File: config.mk
export PLATFORM = sky130hd
export DESIGN_NAME = idu
export DESIGN_NICKNAME = d
export VERILOG_FILES = /design/src/rtl/idu_pkg.sv /design/src/rtl/idu_imm_gen.sv /design/src/rtl/idu.sv
export SDC_FILE = /design/constraint.sdc
export NUM_CORES = 1
export LEC_CHECK = 0
export BUFFER_PORTS_ARGS = -buffer_cell sky130_fd_sc_hd__buf_2
export CORE_UTILIZATION = 49
export DETAILED_ROUTE_END_ITERATION = 16
export GPL_ROUTABILITY_DRIVEN = 0
export PLACE_DENSITY = 0.8
export SETUP_SLACK_MARGIN = 0.1
export SYNTH_ARGS = -nofsm -noshare
export SYNTH_HDL_FRONTEND = slang
export SYNTH_SLANG_ARGS = --single-unit
File: constraint.sdc
create_clock -name clk -period 4.05 [get_ports clk]
set_input_delay 0.6075 -clock clk [delete_from_list [all_inputs] [get_ports clk]]
set_output_delay 0.6075 -clock clk [all_outputs]
set_load 0.01 [all_outputs]
File: src/rtl/idu_pkg.sv
// Shared decode definitions for the instruction decode stage (idu).
// Holds opcode constants, immediate-format and ALU-op encodings, the FSM
// state constants and small decode helper functions.
package idu_pkg;

    // RV32I major opcodes (inst[6:0])
    localparam logic [6:0] OP_LUI    = 7'b0110111;
    localparam logic [6:0] OP_AUIPC  = 7'b0010111;
    localparam logic [6:0] OP_JAL    = 7'b1101111;
    localparam logic [6:0] OP_JALR   = 7'b1100111;
    localparam logic [6:0] OP_BRANCH = 7'b1100011;
    localparam logic [6:0] OP_LOAD   = 7'b0000011;
    localparam logic [6:0] OP_STORE  = 7'b0100011;
    localparam logic [6:0] OP_IMM    = 7'b0010011;
    localparam logic [6:0] OP_OP     = 7'b0110011;
    localparam logic [6:0] OP_SYSTEM = 7'b1110011;

    // The only two SYSTEM words this stage treats as legal
    localparam logic [31:0] INST_EBREAK = 32'h0010_0073;
    localparam logic [31:0] INST_ECALL  = 32'h0000_0073;

    typedef enum logic [2:0] {
        IMM_I,
        IMM_S,
        IMM_B,
        IMM_U,
        IMM_J,
        IMM_NONE
    } imm_type_t;

    typedef enum logic [3:0] {
        ALU_ADD,
        ALU_SUB,
        ALU_SLL,
        ALU_SLT,
        ALU_SLTU,
        ALU_XOR,
        ALU_SRL,
        ALU_SRA,
        ALU_OR,
        ALU_AND,
        ALU_PASS_B
    } alu_op_t;

    // Pipeline-register occupancy: IDLE holds nothing, FULL holds one bundle
    typedef logic [0:0] state_t;
    localparam state_t IDLE = 1'b0;
    localparam state_t FULL = 1'b1;

    // ALU op from funct3; alt is inst[30]. SUB only exists for register-register ops,
    // while SRA/SRL is selected by inst[30] for both OP and OP-IMM.
    function automatic alu_op_t alu_from_funct(input logic [2:0] f3, input logic alt,
                                               input logic allow_sub);
        alu_op_t op;
        case (f3)
            3'b000:  op = (alt && allow_sub) ? ALU_SUB : ALU_ADD;
            3'b001:  op = ALU_SLL;
            3'b010:  op = ALU_SLT;
            3'b011:  op = ALU_SLTU;
            3'b100:  op = ALU_XOR;
            3'b101:  op = alt ? ALU_SRA : ALU_SRL;
            3'b110:  op = ALU_OR;
            default: op = ALU_AND;
        endcase
        return op;
    endfunction

    // Which register fields an opcode actually reads/writes: {rd, rs1, rs2}
    function automatic logic [2:0] reg_use(input logic [6:0] opcode);
        logic [2:0] u;
        case (opcode)
            OP_LUI, OP_AUIPC, OP_JAL: u = 3'b100;
            OP_JALR, OP_LOAD, OP_IMM: u = 3'b110;
            OP_BRANCH, OP_STORE:      u = 3'b011;
            OP_OP:                    u = 3'b111;
            default:                  u = 3'b000;
        endcase
        return u;
    endfunction

endpackage

File: src/rtl/idu_imm_gen.sv
// Immediate generator for the decode stage: selects and sign-extends the
// immediate field of a 32-bit RV32I word according to its format.
module idu_imm_gen
    import idu_pkg::*;
#(
    parameter int XLEN = 32
) (
    input  logic [31:0]     inst,
    input  imm_type_t       imm_type,
    output logic [XLEN-1:0] imm
);

    logic [31:0] imm32;

    // Assemble the 32-bit immediate for the requested format
    always_comb begin
        imm32 = 32'h0;
        case (imm_type)
            IMM_I:   imm32 = {{20{inst[31]}}, inst[31:20]};
            IMM_S:   imm32 = {{20{inst[31]}}, inst[31:25], inst[11:7]};
            IMM_B:   imm32 = {{19{inst[31]}}, inst[31], inst[7], inst[30:25], inst[11:8], 1'b0};
            IMM_U:   imm32 = {inst[31:12], 12'b0};
            IMM_J:   imm32 = {{11{inst[31]}}, inst[31], inst[19:12], inst[20], inst[30:21], 1'b0};
            default: imm32 = 32'h0;
        endcase
    end

    assign imm = XLEN'($signed(imm32));

endmodule

File: src/rtl/idu.sv
// Instruction decode stage (idu). Consumes {pc, inst} from IFU, decodes RV32I
// and offers a registered control/operand bundle to EXU. One-entry pipeline
// register, zero-bubble: a held bundle can drain and be replaced in one cycle.
//
// Handshake: on both links a transfer happens on a rising edge where valid and
// ready are both 1; valid is held with stable data until it transfers, and
// ready_out_ifu depends combinationally on ready_in_exu.
//
// Build option: define IDU_RV32E_EN to restrict register fields to x0-x15;
// any used rd/rs1/rs2 with bit 4 set is then flagged illegal.
module idu
    import idu_pkg::*;
#(
    parameter int XLEN   = 32,
    parameter int REG_AW = 5
) (
    input  logic              clk,
    input  logic              rst,
    input  logic              valid_in_ifu,
    output logic              ready_out_ifu,
    input  logic [XLEN-1:0]   pc_in,
    input  logic [31:0]       inst_in,
    output logic              valid_out_exu,
    input  logic              ready_in_exu,
    output logic [XLEN-1:0]   pc_out,
    output logic [REG_AW-1:0] rd,
    output logic [REG_AW-1:0] rs1,
    output logic [REG_AW-1:0] rs2,
    output logic [XLEN-1:0]   imm,
    output logic [2:0]        funct3,
    output alu_op_t           alu_op,
    output logic              reg_wen,
    output logic              mem_ren,
    output logic              mem_wen,
    output logic              branch,
    output logic              jal,
    output logic              jalr,
    output logic              ebreak,
    output logic              illegal
);

    state_t state;
    logic   accept;

    logic [6:0]      opcode;
    imm_type_t       d_imm_type;
    logic [XLEN-1:0] d_imm;
    alu_op_t         d_alu_op;
    logic            d_reg_wen, d_mem_ren, d_mem_wen, d_branch, d_jal, d_jalr;
    logic            d_ebreak, d_illegal, d_bad_reg;

    assign opcode        = inst_in[6:0];
    assign ready_out_ifu = (state == IDLE) | ready_in_exu;
    assign valid_out_exu = (state == FULL);
    assign accept        = valid_in_ifu & ready_out_ifu;

`ifdef IDU_RV32E_EN
    logic [2:0] uses;
    assign uses      = reg_use(opcode);
    assign d_bad_reg = (uses[2] & inst_in[11]) | (uses[1] & inst_in[19]) | (uses[0] & inst_in[24]);
`else
    assign d_bad_reg = 1'b0;
`endif

    idu_imm_gen #(.XLEN(XLEN)) u_imm_gen (
        .inst     (inst_in),
        .imm_type (d_imm_type),
        .imm      (d_imm)
    );

    // Combinational decode of the offered word into control flags
    always_comb begin
        d_imm_type = IMM_NONE;
        d_alu_op   = ALU_ADD;
        d_reg_wen  = 1'b0;
        d_mem_ren  = 1'b0;
        d_mem_wen  = 1'b0;
        d_branch   = 1'b0;
        d_jal      = 1'b0;
        d_jalr     = 1'b0;
        d_ebreak   = 1'b0;
        d_illegal  = 1'b0;
        case (opcode)
            OP_LUI: begin
                d_imm_type = IMM_U;
                d_alu_op   = ALU_PASS_B;
                d_reg_wen  = 1'b1;
            end
            OP_AUIPC: begin
                d_imm_type = IMM_U;
                d_reg_wen  = 1'b1;
            end
            OP_JAL: begin
                d_imm_type = IMM_J;
                d_reg_wen  = 1'b1;
                d_jal      = 1'b1;
            end
            OP_JALR: begin
                d_imm_type = IMM_I;
                d_reg_wen  = 1'b1;
                d_jalr     = 1'b1;
            end
            OP_BRANCH: begin
                d_imm_type = IMM_B;
                d_alu_op   = ALU_SUB;
                d_branch   = 1'b1;
            end
            OP_LOAD: begin
                d_imm_type = IMM_I;
                d_reg_wen  = 1'b1;
                d_mem_ren  = 1'b1;
            end
            OP_STORE: begin
                d_imm_type = IMM_S;
                d_mem_wen  = 1'b1;
            end
            OP_IMM: begin
                d_imm_type = IMM_I;
                d_alu_op   = alu_from_funct(inst_in[14:12], inst_in[30], 1'b0);
                d_reg_wen  = 1'b1;
            end
            OP_OP: begin
                d_alu_op   = alu_from_funct(inst_in[14:12], inst_in[30], 1'b1);
                d_reg_wen  = 1'b1;
            end
            OP_SYSTEM: begin
                d_imm_type = IMM_I;
                if (inst_in == INST_EBREAK) begin
                    d_ebreak = 1'b1;
                end else if (inst_in != INST_ECALL) begin
                    d_illegal = 1'b1;
                end
            end
            default: d_illegal = 1'b1;
        endcase

        if (d_bad_reg) begin
            d_illegal = 1'b1;
        end
        // Illegal words still travel downstream, but must not cause side effects
        if (d_illegal) begin
            d_reg_wen = 1'b0;
            d_mem_ren = 1'b0;
            d_mem_wen = 1'b0;
            d_branch  = 1'b0;
            d_jal     = 1'b0;
            d_jalr    = 1'b0;
        end
        if (inst_in[11:7] == 5'd0) begin
            d_reg_wen = 1'b0;
        end
    end

    // Occupancy FSM: fill on accept, empty on drain without a replacement
    always_ff @(posedge clk or posedge rst) begin
        if (rst) begin
            state <= IDLE;
        end else if (accept) begin
            state <= FULL;
        end else if (valid_out_exu && ready_in_exu) begin
            state <= IDLE;
        end
    end

    // Bundle register: loads on accept, otherwise holds bit-stable
    always_ff @(posedge clk or posedge rst) begin
        if (rst) begin
            pc_out  <= '0;
            rd      <= '0;
            rs1     <= '0;
            rs2     <= '0;
            imm     <= '0;
            funct3  <= '0;
            alu_op  <= ALU_ADD;
            reg_wen <= 1'b0;
            mem_ren <= 1'b0;
            mem_wen <= 1'b0;
            branch  <= 1'b0;
            jal     <= 1'b0;
            jalr    <= 1'b0;
            ebreak  <= 1'b0;
            illegal <= 1'b0;
        end else if (accept) begin
            pc_out  <= pc_in;
            rd      <= REG_AW'(inst_in[11:7]);
            rs1     <= REG_AW'(inst_in[19:15]);
            rs2     <= REG_AW'(inst_in[24:20]);
            imm     <= d_imm;
            funct3  <= inst_in[14:12];
            alu_op  <= d_alu_op;
            reg_wen <= d_reg_wen;
            mem_ren <= d_mem_ren;
            mem_wen <= d_mem_wen;
            branch  <= d_branch;
            jal     <= d_jal;
            jalr    <= d_jalr;
            ebreak  <= d_ebreak;
            illegal <= d_illegal;
        end
    end

endmodule

# Yosys cells after proc, flatten, opt, wreduce, memory -nomap -nowiden
# Cells that the tools add are included.
[op_classes]
bitwise_logic = 3
mux = 27
reduce_logical = 9
eq_ne = 22
[ops]
columns = ["op", "count"]
rows = [
  ["$pmux 32 s5", 1],
  ["$pmux 4 s7", 2],
  ["$eq 32x21->1 const B", 1],
  ["$ne 32x7->1 const B", 1],
  ["$eq 7x7->1 const B", 4],
  ["$eq 7x6->1 const B", 3],
  ["$mux 1", 21],
  ["$pmux 4 s4", 1],
  ["$pmux 3 s5", 1],
  ["$eq 7x5->1 const B", 2],
  ["$eq 3x2->1 const B", 4],
  ["$eq 3x3->1 const B", 4],
  ["$reduce_or 9->1", 1],
  ["$eq 7x2->1 const B", 1],
  ["$reduce_or 7->1", 1],
  ["$eq 3x1->1 const B", 2],
  ["$logic_not 3->1", 2],
  ["$logic_not 5->1", 1],
  ["$reduce_or 4->1", 1],
  ["$pmux 1 s2", 1],
  ["$reduce_bool 2->1", 1],
  ["$reduce_or 2->1", 1],
  ["$and 1x1->1", 1],
  ["$logic_and 1x1->1", 1],
  ["2 further kinds", 2],
]
[word_totals]
reg_bits = 95
out_inout_bits = 96
wordCells = 77
input_bits = 68

# Longest topological paths before layout
# Gate-level depths: netlist of run 1.
[logic_depth]
ltp_word = 6
depth_mapped = 7
depth_no_buf = 5

# Hierarchy
# From an unflattened synthesis of run 1, not the netlist that was laid out.
[unflattened]
cells_unflattened = 511
area_unflattened_um2 = 4539.4
[by_module_without_submodules]
columns = ["module", "area_each_um2", "n_inst", "cells_each"]
rows = [
  ["idu", 3998.8, 1, 417],
  ["idu_imm_gen", 540.5, 1, 94],
]

# Least setup slack after synthesis of run 1
# Ideal clock, no wire load.
[synth_path]
path_type = "input to register"
startpoint = "input inst_in[5]"
endpoint = "register imm[20]"
arrival_time_ns = 1.755
path_stages = 7
setup_time_ns = 0.118
required_ns = 3.932
setup_slack_ns = 2.177
cell_sequence = "buf_2 and2_1 a21o_1 o311a_1 buf_4 a21oi_1 o21ai_2"
[synth_between]
elab_chain_cells = 5
[synth_lines]
columns = ["item", "line_no", "source"]
rows = [
  ["start: declaration", "idu.sv:22", "input logic [31:0] inst_in,"],
  ["$eq 7x7->1 (tied with other cells)", "idu.sv:83", "case (opcode)"],
  ["$reduce_or 4->1 (no source line) or $reduce_or 2->1 (tied branches)", "-", ""],
  ["$pmux 3 s5 (*)", "idu.sv:83", ""],
  ["$eq 3x3->1 (tied with other cells)", "idu_imm_gen.sv:18", "case (imm_type)"],
  ["$pmux 32 s5 (*)", "idu_imm_gen.sv:18", ""],
  ["end signal: assignment", "idu.sv:188", "imm <= d_imm;"],
  ["end: declaration", "idu.sv:29", "output logic [XLEN-1:0] imm,"],
]
# Every way passes the cells marked *; elsewhere a longest branch is shown, timed or not.
# A chain may end at the register's enable or synchronous reset.

# Worst setup path after layout of run 1
[layout_path]
startpoint = "input ready_in_exu"
endpoint = "register branch"
[layout_between]
elab_chain_cells = 2
[layout_lines]
columns = ["item", "line_no", "source"]
rows = [
  ["start: declaration", "idu.sv:24", "input logic ready_in_exu,"],
  ["$or 1x1->1", "idu.sv:53", "assign ready_out_ifu = (state == IDLE) | ready_in_exu;"],
  ["$and 1x1->1", "idu.sv:55", "assign accept = valid_in_ifu & ready_out_ifu;"],
  ["end signal: assignment", "idu.sv:194", "branch <= d_branch;"],
  ["end: declaration", "idu.sv:35", "output logic branch,"],
]
# Every way passes these cells.

==> results of run 1 <==
==> how the worst max path moves through the flow <==
stage / start / to / slack, ns / cells past startpoint
6_report: ready_in_exu / branch$_DFFE_PP0P_ / 2.05 / 5
4_1_cts: ready_in_exu / branch$_DFFE_PP0P_ / 2.06 / 5
3_3_place_gp: ready_in_exu / mem_ren$_DFFE_PP0P_ / 1.74 / 5
5_1_grt: ready_in_exu / branch$_DFFE_PP0P_ / 1.94 / 5
2_1_floorplan: rst / alu_op[0]$_DFFE_PP0P_ / 0.97 / 1
3_5_place_dp: ready_in_exu / branch$_DFFE_PP0P_ / 1.68 / 5
==> metal layers <==
layer  global-route usage  wire, um
met1                0.339      4790
met2                0.421      5360
met3               0.0539       733
met4               0.0934       221
met5                    0         0
==> synth_stat cells, drive strengths merged <==
| cell | count |
|---|---|
| buf | 16 |
| o21bai | 1 |
| a31oi | 2 |
| nor4 | 7 |
| inv | 2 |
| o2111a | 1 |
| o31ai | 1 |
| and4 | 1 |
| nand2 | 187 |
| o311a | 1 |
| a32o | 9 |
| clkbuf | 14 |
| nand2b | 3 |
| nor2b | 4 |
| a311oi | 1 |
| a211oi | 1 |
| mux2 | 2 |
| a211o | 1 |
| dfrtp | 95 |
| and2 | 4 |
| a22o | 4 |
| nor3 | 2 |
| or4 | 1 |
| mux2i | 1 |
| a21o | 1 |
| o221ai | 1 |
| and3 | 2 |
| and4b | 2 |
| nand4 | 1 |
| a32oi | 1 |
| nor4b | 1 |
| o21ai | 32 |
| a22oi | 4 |
| xor2 | 1 |
| nor2 | 12 |
| o22ai | 1 |
| nand3 | 6 |
| a21oi | 25 |
| nand4b | 1 |
| o21a | 1 |
==> flip-flops by register name, summed over array words and instances (netlist names) <==
signal,count
alu_op,4
branch,1
ebreak,1
funct3,3
illegal,1
imm,32
jal,1
jalr,1
mem_ren,1
mem_wen,1
pc_out,32
rd,5
reg_wen,1
rs1,5
rs2,5
valid_out_exu,1
==> logic make-up after synthesis <==
| kind of cell | count (synthesis) | synth area share |
|---|---|---|
| xor gates and xnor gates | 1 | 0.00207 |
| and+or+nand+nor | 234 | 0.236 |
| buffers and inverters | 32 | 0.0399 |
| DFF | 95 | 0.562 |
| muxes | 3 | 0.00769 |
| AOI/OAI and AO/OA | 88 | 0.152 |
==> power by group through the flow <==
stage | Sequential [mW] | Combinational (mW) | Clock (mW)
3_3_place_gp | 1.07 | 0.322 | 0
6_report | 1.05 | 0.328 | 0.644
5_1_grt | 1.06 | 0.367 | 0.707
2_1_floorplan | 1.11 | 0.143 | 0
4_1_cts | 1.05 | 0.331 | 0.655
3_5_place_dp | 1.07 | 0.331 | 0
==> cell usage in the layout, fill, tap and decap left out, drive strengths merged, types with 2 or more instances in the layout <==
| cell | instances |
|---|---|
| and2 | 4 |
| nand3 | 6 |
| nand2b | 3 |
| mux2 | 2 |
| and3 | 2 |
| and4b | 2 |
| a31oi | 2 |
| dfrtp | 95 |
| a22o | 4 |
| clkbuf | 13 |
| nor2 | 12 |
| nor2b | 4 |
| o21ai | 32 |
| inv | 2 |
| nand2 | 187 |
| nor4 | 7 |
| buf | 165 |
| nor3 | 2 |
| a22oi | 4 |
| a21oi | 25 |
| a32o | 9 |
==> stage by stage <==
| stage | area (um^2) | worst slack, ns | hold WS [ns] |
|---|---|---|---|
| 6_report | 5250 | 2.05 | 0.417 |
| 5_1_grt | 5250 | 1.94 | 0.420 |
| 4_1_cts | 5250 | 2.06 | 0.424 |
| 3_5_place_dp | 5040 | 1.68 | 0.452 |
| 3_3_place_gp | 5040 | 1.74 | 0.449 |
| 2_1_floorplan | 4230 | 0.965 | 0.507 |
==> final cells by class <==
cell class	count	area (um^2)	area share
clock buffers	13	169	0.0322
clock inverters	2	38.8	0.00739
inverters	2	10.0	0.00191
multi-input cells	326	1690	0.322
flip-flops and latches	95	2380	0.453
well taps	105	131	0.0250
repair buffers	165	831	0.158
==> summary.md, run 1 <==
| Metric | Value |
|---|---|
| Die Height | 94.9 um |
| Root Driver | clkbuf_8 |
| Initial DRC count | 169 |
| Unrepaired setup endpoints after global routing | false |
| # IOs | 164 |
| Site Rows | 33 |
| DRT Pass-1 Iters | 4 |
| Vias in the first global route | 3533 |
| Synth-to-layout area growth | 24.1% |
| R2r endpoint | branch$_DFFE_PP0P_ |
| Clock transition at path regs | 0.09 ns |
| Clk buf depth | 2 |
| Fin. Hold Viols | 0 |
| Initial Util | 0.510 |
| Ant. Diodes | 0 |
| Overall power | 2.03 mW |
| Vias after detailed routing | 3819 |
| Global route total overflow | 0 |
| Post-CTS setup buffers | 0 |
| H-tree Lvls | 3 |
| CTS tree | done |
| Worst path required time | 4.30 ns |
| Dpl cells | 693 |
| Largest delay contributor family on the critical path | simple AND/OR/NAND/NOR gates |
| Clock Latency Late Sink | 0.36 ns |
| Final period util | 0.493 |
| Fmax | 501 MHz |
| NetSw | 0.553 mW |
| Final core utilization | 0.633 |
| Pwr/cell area | 386 nW/um^2 |
| Final setup TNS | 0 ns |
| Yosys warning count | 0 |
| Flop-to-flop setup slack | 2.12 ns |
| Sequential share of power | 0.520 |
| Setup Crit Path Kind | primary input to register |
| GRT Overall Usage | 0.258 |
| Layout cells sized above 1 | 0.347 |
| Crit path largest cell delay | 0.73 ns |
| Internal Power | 1.47 mW |
| WL final | 11.1 mm |
| Mapped cell area | 4230 um^2 |
| Area contributors post-synth | dfrtp_1 56%, nand2_1 17%, o21ai_2 4.1% |
| Gate power share | 0.162 |
| Worst min-delay path class | primary input to asynchronous set/reset pin |
| Drt drc | 0 |
| Routed Antenna Nets | 0 |
| Nets@finish | 667 |
| Share of the synthesized area in the top cell type | 0.562 |
| Die Span X | 94.9 um |
| Syn Area/Cell | 9.34 um^2 |
| Clock sinks | 95 |
| Cell variety after synth | 49 |
| Core area | 8300 um^2 |
| Fillers | 739 |
| Final Skew | 0.00688 ns |
| Cells on worst reg2reg path | 4 |
| CP max stage cell | nand2_4 |
| Layout Cells excl Fill | 708 |
| Max-slew headroom | 0.350 |
| Pleak | 2.85 nW |
| Synthesized Nets | 521 |
| Endpoints failing setup | 0 |
| Clock power share | 0.318 |
| Sw frac | 0.273 |
| Pin count of the biggest net entering global routing | 99 |
| Via density | 5.39 |
| # Max-Cap Violations | 0 |
| Status | finished, final reports clean |
| Hold Buf Count CTS | 0 |
| RR Startpoint | valid_out_exu$_DFFE_PP0P_ |
| CTS Buf Count | 9 |
| Die Area | 9010 um^2 |
| Period minus WS final | 2.00 ns |
| Port Buf Inserts | 163 |
| Critical Path AT | 2.25 ns |
| Startpoint types | primary input |
| Worst-Margin Slew | 0.975 ns |
| Post-Syn Instances | 453 |
| Setup crit end kind | register |
| CP bufs+invs | 1 |
| Dpl hpwl | 7.97 mm |
| Sequential share of the synthesized area | 0.562 |
| Leading area contributor after synthesis | dfrtp_1 |
| Register bit total from synthesis | 95 |
| Crit-path cells | buf_2, nand2b_1, nand2_4, nor2_1, a32o_1 |
| WL/cell | 15.7 um |
| Peak VDD IR | 0.000188 V |
| CP max FO | 98 |
| Quantity of gates resized following cts | 0 |
| Global-route wire length before repair | 17.5 mm |
| Antenna violations before repair | 0 |
| Slew Limit Fails | 0 |
Note: power is estimated with default switching activity, not from simulation.
==> run 2: changes to the inputs <==
==> constraint.sdc (replaced) <==
create_clock -name clk -period 2 [get_ports clk]
set_input_delay 0.3 -clock clk [delete_from_list [all_inputs] [get_ports clk]]
set_output_delay 0.3 -clock clk [all_outputs]
set_load 0.01 [all_outputs]
==> summary.md, run 2 (same netlist as run 1, synthesis figures left out) <==
| Metric | Value |
|---|---|
| Status | finished, final reports clean |
| # Max-Cap Violations | 0 (unchanged) |
| Dpl hpwl | 8.54 mm (+7.1%) |
| R2r endpoint | pc_out[18]$_DFFE_PP0P_ |
| CP max FO | 35 (-64%) |
| Clock sinks | 95 (unchanged) |
| Post-CTS setup buffers | 0 (unchanged) |
| Cells on worst reg2reg path | 5 (+1) |
| Peak VDD IR | 0.000406 V (+120%) |
| Final core utilization | 0.646 (+0.0139) |
| Worst-Margin Slew | 0.483 ns (-0.492 ns) |
| Most common cell after layout, fill and taps aside | nand2_1 |
| Routed Antenna Nets | 0 (unchanged) |
| Clock transition at path regs | 0.10 ns (about the same) |
| Endpoints failing setup | 0 (unchanged) |
| Core area | 8300 um^2 (unchanged) |
| Clock power share | 0.286 (-0.032) |
| Final setup TNS | 0 ns (unchanged) |
| Register area | 2380 um^2 (unchanged) |
| Largest registers | imm x32, pc_out x32 |
| Nets@finish | 680 (+1.9%) |
| Vias after detailed routing | 3855 (+0.94%) |
| Internal Power | 2.79 mW (+89%) |
| Antenna violations before repair | 0 (unchanged) |
| Placed Area | 5180 um^2 (+2.8%) |
| Setup crit end kind | register |
| Drt drc | 0 (unchanged) |
| Fillers | 702 (-5.0%) |
| Port Buf Inserts | 163 (unchanged) |
| Worst min-delay path class | primary input to register |
| Clk buf depth | 2 (unchanged) |
| Period minus WS final | 1.59 ns |
| Die Height | 94.9 um (unchanged) |
| DRT Pass-1 Iters | 4 (unchanged) |
| WL final | 11.2 mm (+1.2%) |
| RR Startpoint | valid_out_exu$_DFFE_PP0P_ |
| Die Span X | 94.9 um (unchanged) |
| Fmax | 630 MHz |
| Flop-to-flop setup slack | 0.41 ns (-1.71 ns) |
| Unrepaired setup endpoints after global routing | false |
| Clock Latency Late Sink | 0.36 ns (about the same) |
| Area taken by multi-input logic gates | 1690 um^2 (unchanged) |
| Final Cell Area | 5370 um^2 (+2.2%) |
| Final Skew | 0.0153 ns (+0.00843 ns) |
| Max-slew headroom | 0.677 (+0.327) |
| Sw frac | 0.294 (+0.0211) |
| GRT Overall Usage | 0.258 (about the same) |
| Die Area | 9010 um^2 (unchanged) |
| Global route total overflow | 0 (unchanged) |
| Vias in the first global route | 3528 (-0.14%) |
| Quantity of gates resized following cts | 0 (unchanged) |
| Initial DRC count | 203 (+20%) |
| Fin. Hold Viols | 0 (unchanged) |
| Pleak | 2.91 nW (+2.2%) |
| WL/cell | 15.6 um (-0.79%) |
| Hold Buf Count CTS | 1 (+1) |
| CTS Buf Count | 9 (unchanged) |
| Worst path required time | 2.31 ns (-1.99 ns) |
| Setup Crit Path Kind | register to register |
| Final period util | 0.794 |
| Min-delay src | pc_in[4] |
| Initial Util | 0.510 (unchanged) |
| CTS tree | done |
| Root Driver | clkbuf_8 |
| Sequential share of power | 0.540 (+0.020) |
| # IOs | 164 (unchanged) |
| Critical Path AT | 1.90 ns (-0.35 ns) |
| Pin count of the biggest net entering global routing | 50 (-49%) |
| Ant. Diodes | 0 (unchanged) |
| Critical path destination | pc_out[18]$_DFFE_PP0P_ |
| Hold Path Stages | 3 |
| Startpoint types | register |
| Layout cells sized above 1 | 0.360 (+0.0132) |
| Synth-to-layout area growth | 26.8% |
| Slew Limit Fails | 0 (unchanged) |
| Most frequent cells in the layout | 186 x nand2_1, 163 x buf_2, 95 x dfrtp_1 |
| Pwr/cell area | 737 nW/um^2 (+91%) |
| Setup crit start | valid_out_exu$_DFFE_PP0P_ |
| H-tree Lvls | 3 (unchanged) |
| Via density | 5.34 (-1.0%) |
| NetSw | 1.16 mW (+110%) |
| Site Rows | 33 (unchanged) |
| Gate power share | 0.174 (+0.012) |
| Overall power | 3.95 mW (+95%) |
| Global-route wire length before repair | 17.4 mm (-0.79%) |
[run 2: worst min path at each step]
stage | slack, ns | to
after floorplan | 0.41 | pc_out[0]$_DFFE_PP0P_
after global placement | 0.34 | pc_out[23]$_DFFE_PP0P_
after detailed placement | 0.34 | pc_out[18]$_DFFE_PP0P_
after CTS | 0.12 | pc_out[28]$_DFFE_PP0P_
after global routing | 0.11 | pc_out[12]$_DFFE_PP0P_
final | 0.12 | pc_out[4]$_DFFE_PP0P_
[run 2: final cells by class]
cell class,count,area share
Multi-Input combinational cell,326,0.316
Tap cell,105,0.0245
Clock inverter,6,0.00816
Inverter,2,0.00210
Timing Repair Buffer,178,0.183
Sequential cell,95,0.443
Clock buffer,10,0.0238
[run 2: through the flow]
stage	hold slack [ns]	setup WS [ns]	cells
after floorplan	0.405	0.434	453
after global placement	0.336	0.270	705
after detailed placement	0.344	0.195	705
after CTS	0.118	0.418	722
after global routing	0.109	0.296	722
final	0.119	0.412	722
[run 2: power by group through the flow]
stage	Sequential [mW]	Combinational, mW	Clock [mW]
after floorplan	2.25	0.289	0
after global placement	2.16	0.673	0
after detailed placement	2.17	0.692	0
after CTS	2.13	0.695	1.15
after global routing	2.15	0.766	1.26
final	2.13	0.688	1.13
[run 2: routing by layer]
metal  track usage  share of wire  routed length [um]  vias up
li1              -              -                   -     1844
met3        0.0548          0.074                 834       14
met4        0.0758          0.012                 138        0
met5             0              0                   0        -
met2         0.428           0.50                5570      167
met1         0.339           0.42                4690     1830
[run 2: worst max-delay path, cell delays in order, from the launching register on]
cell,delay [ns]
dfrtp_1,0.38
nand2b_1,0.19
and2_2,0.37
buf_4,0.40
nand2_1,0.11
nand2_1,0.08
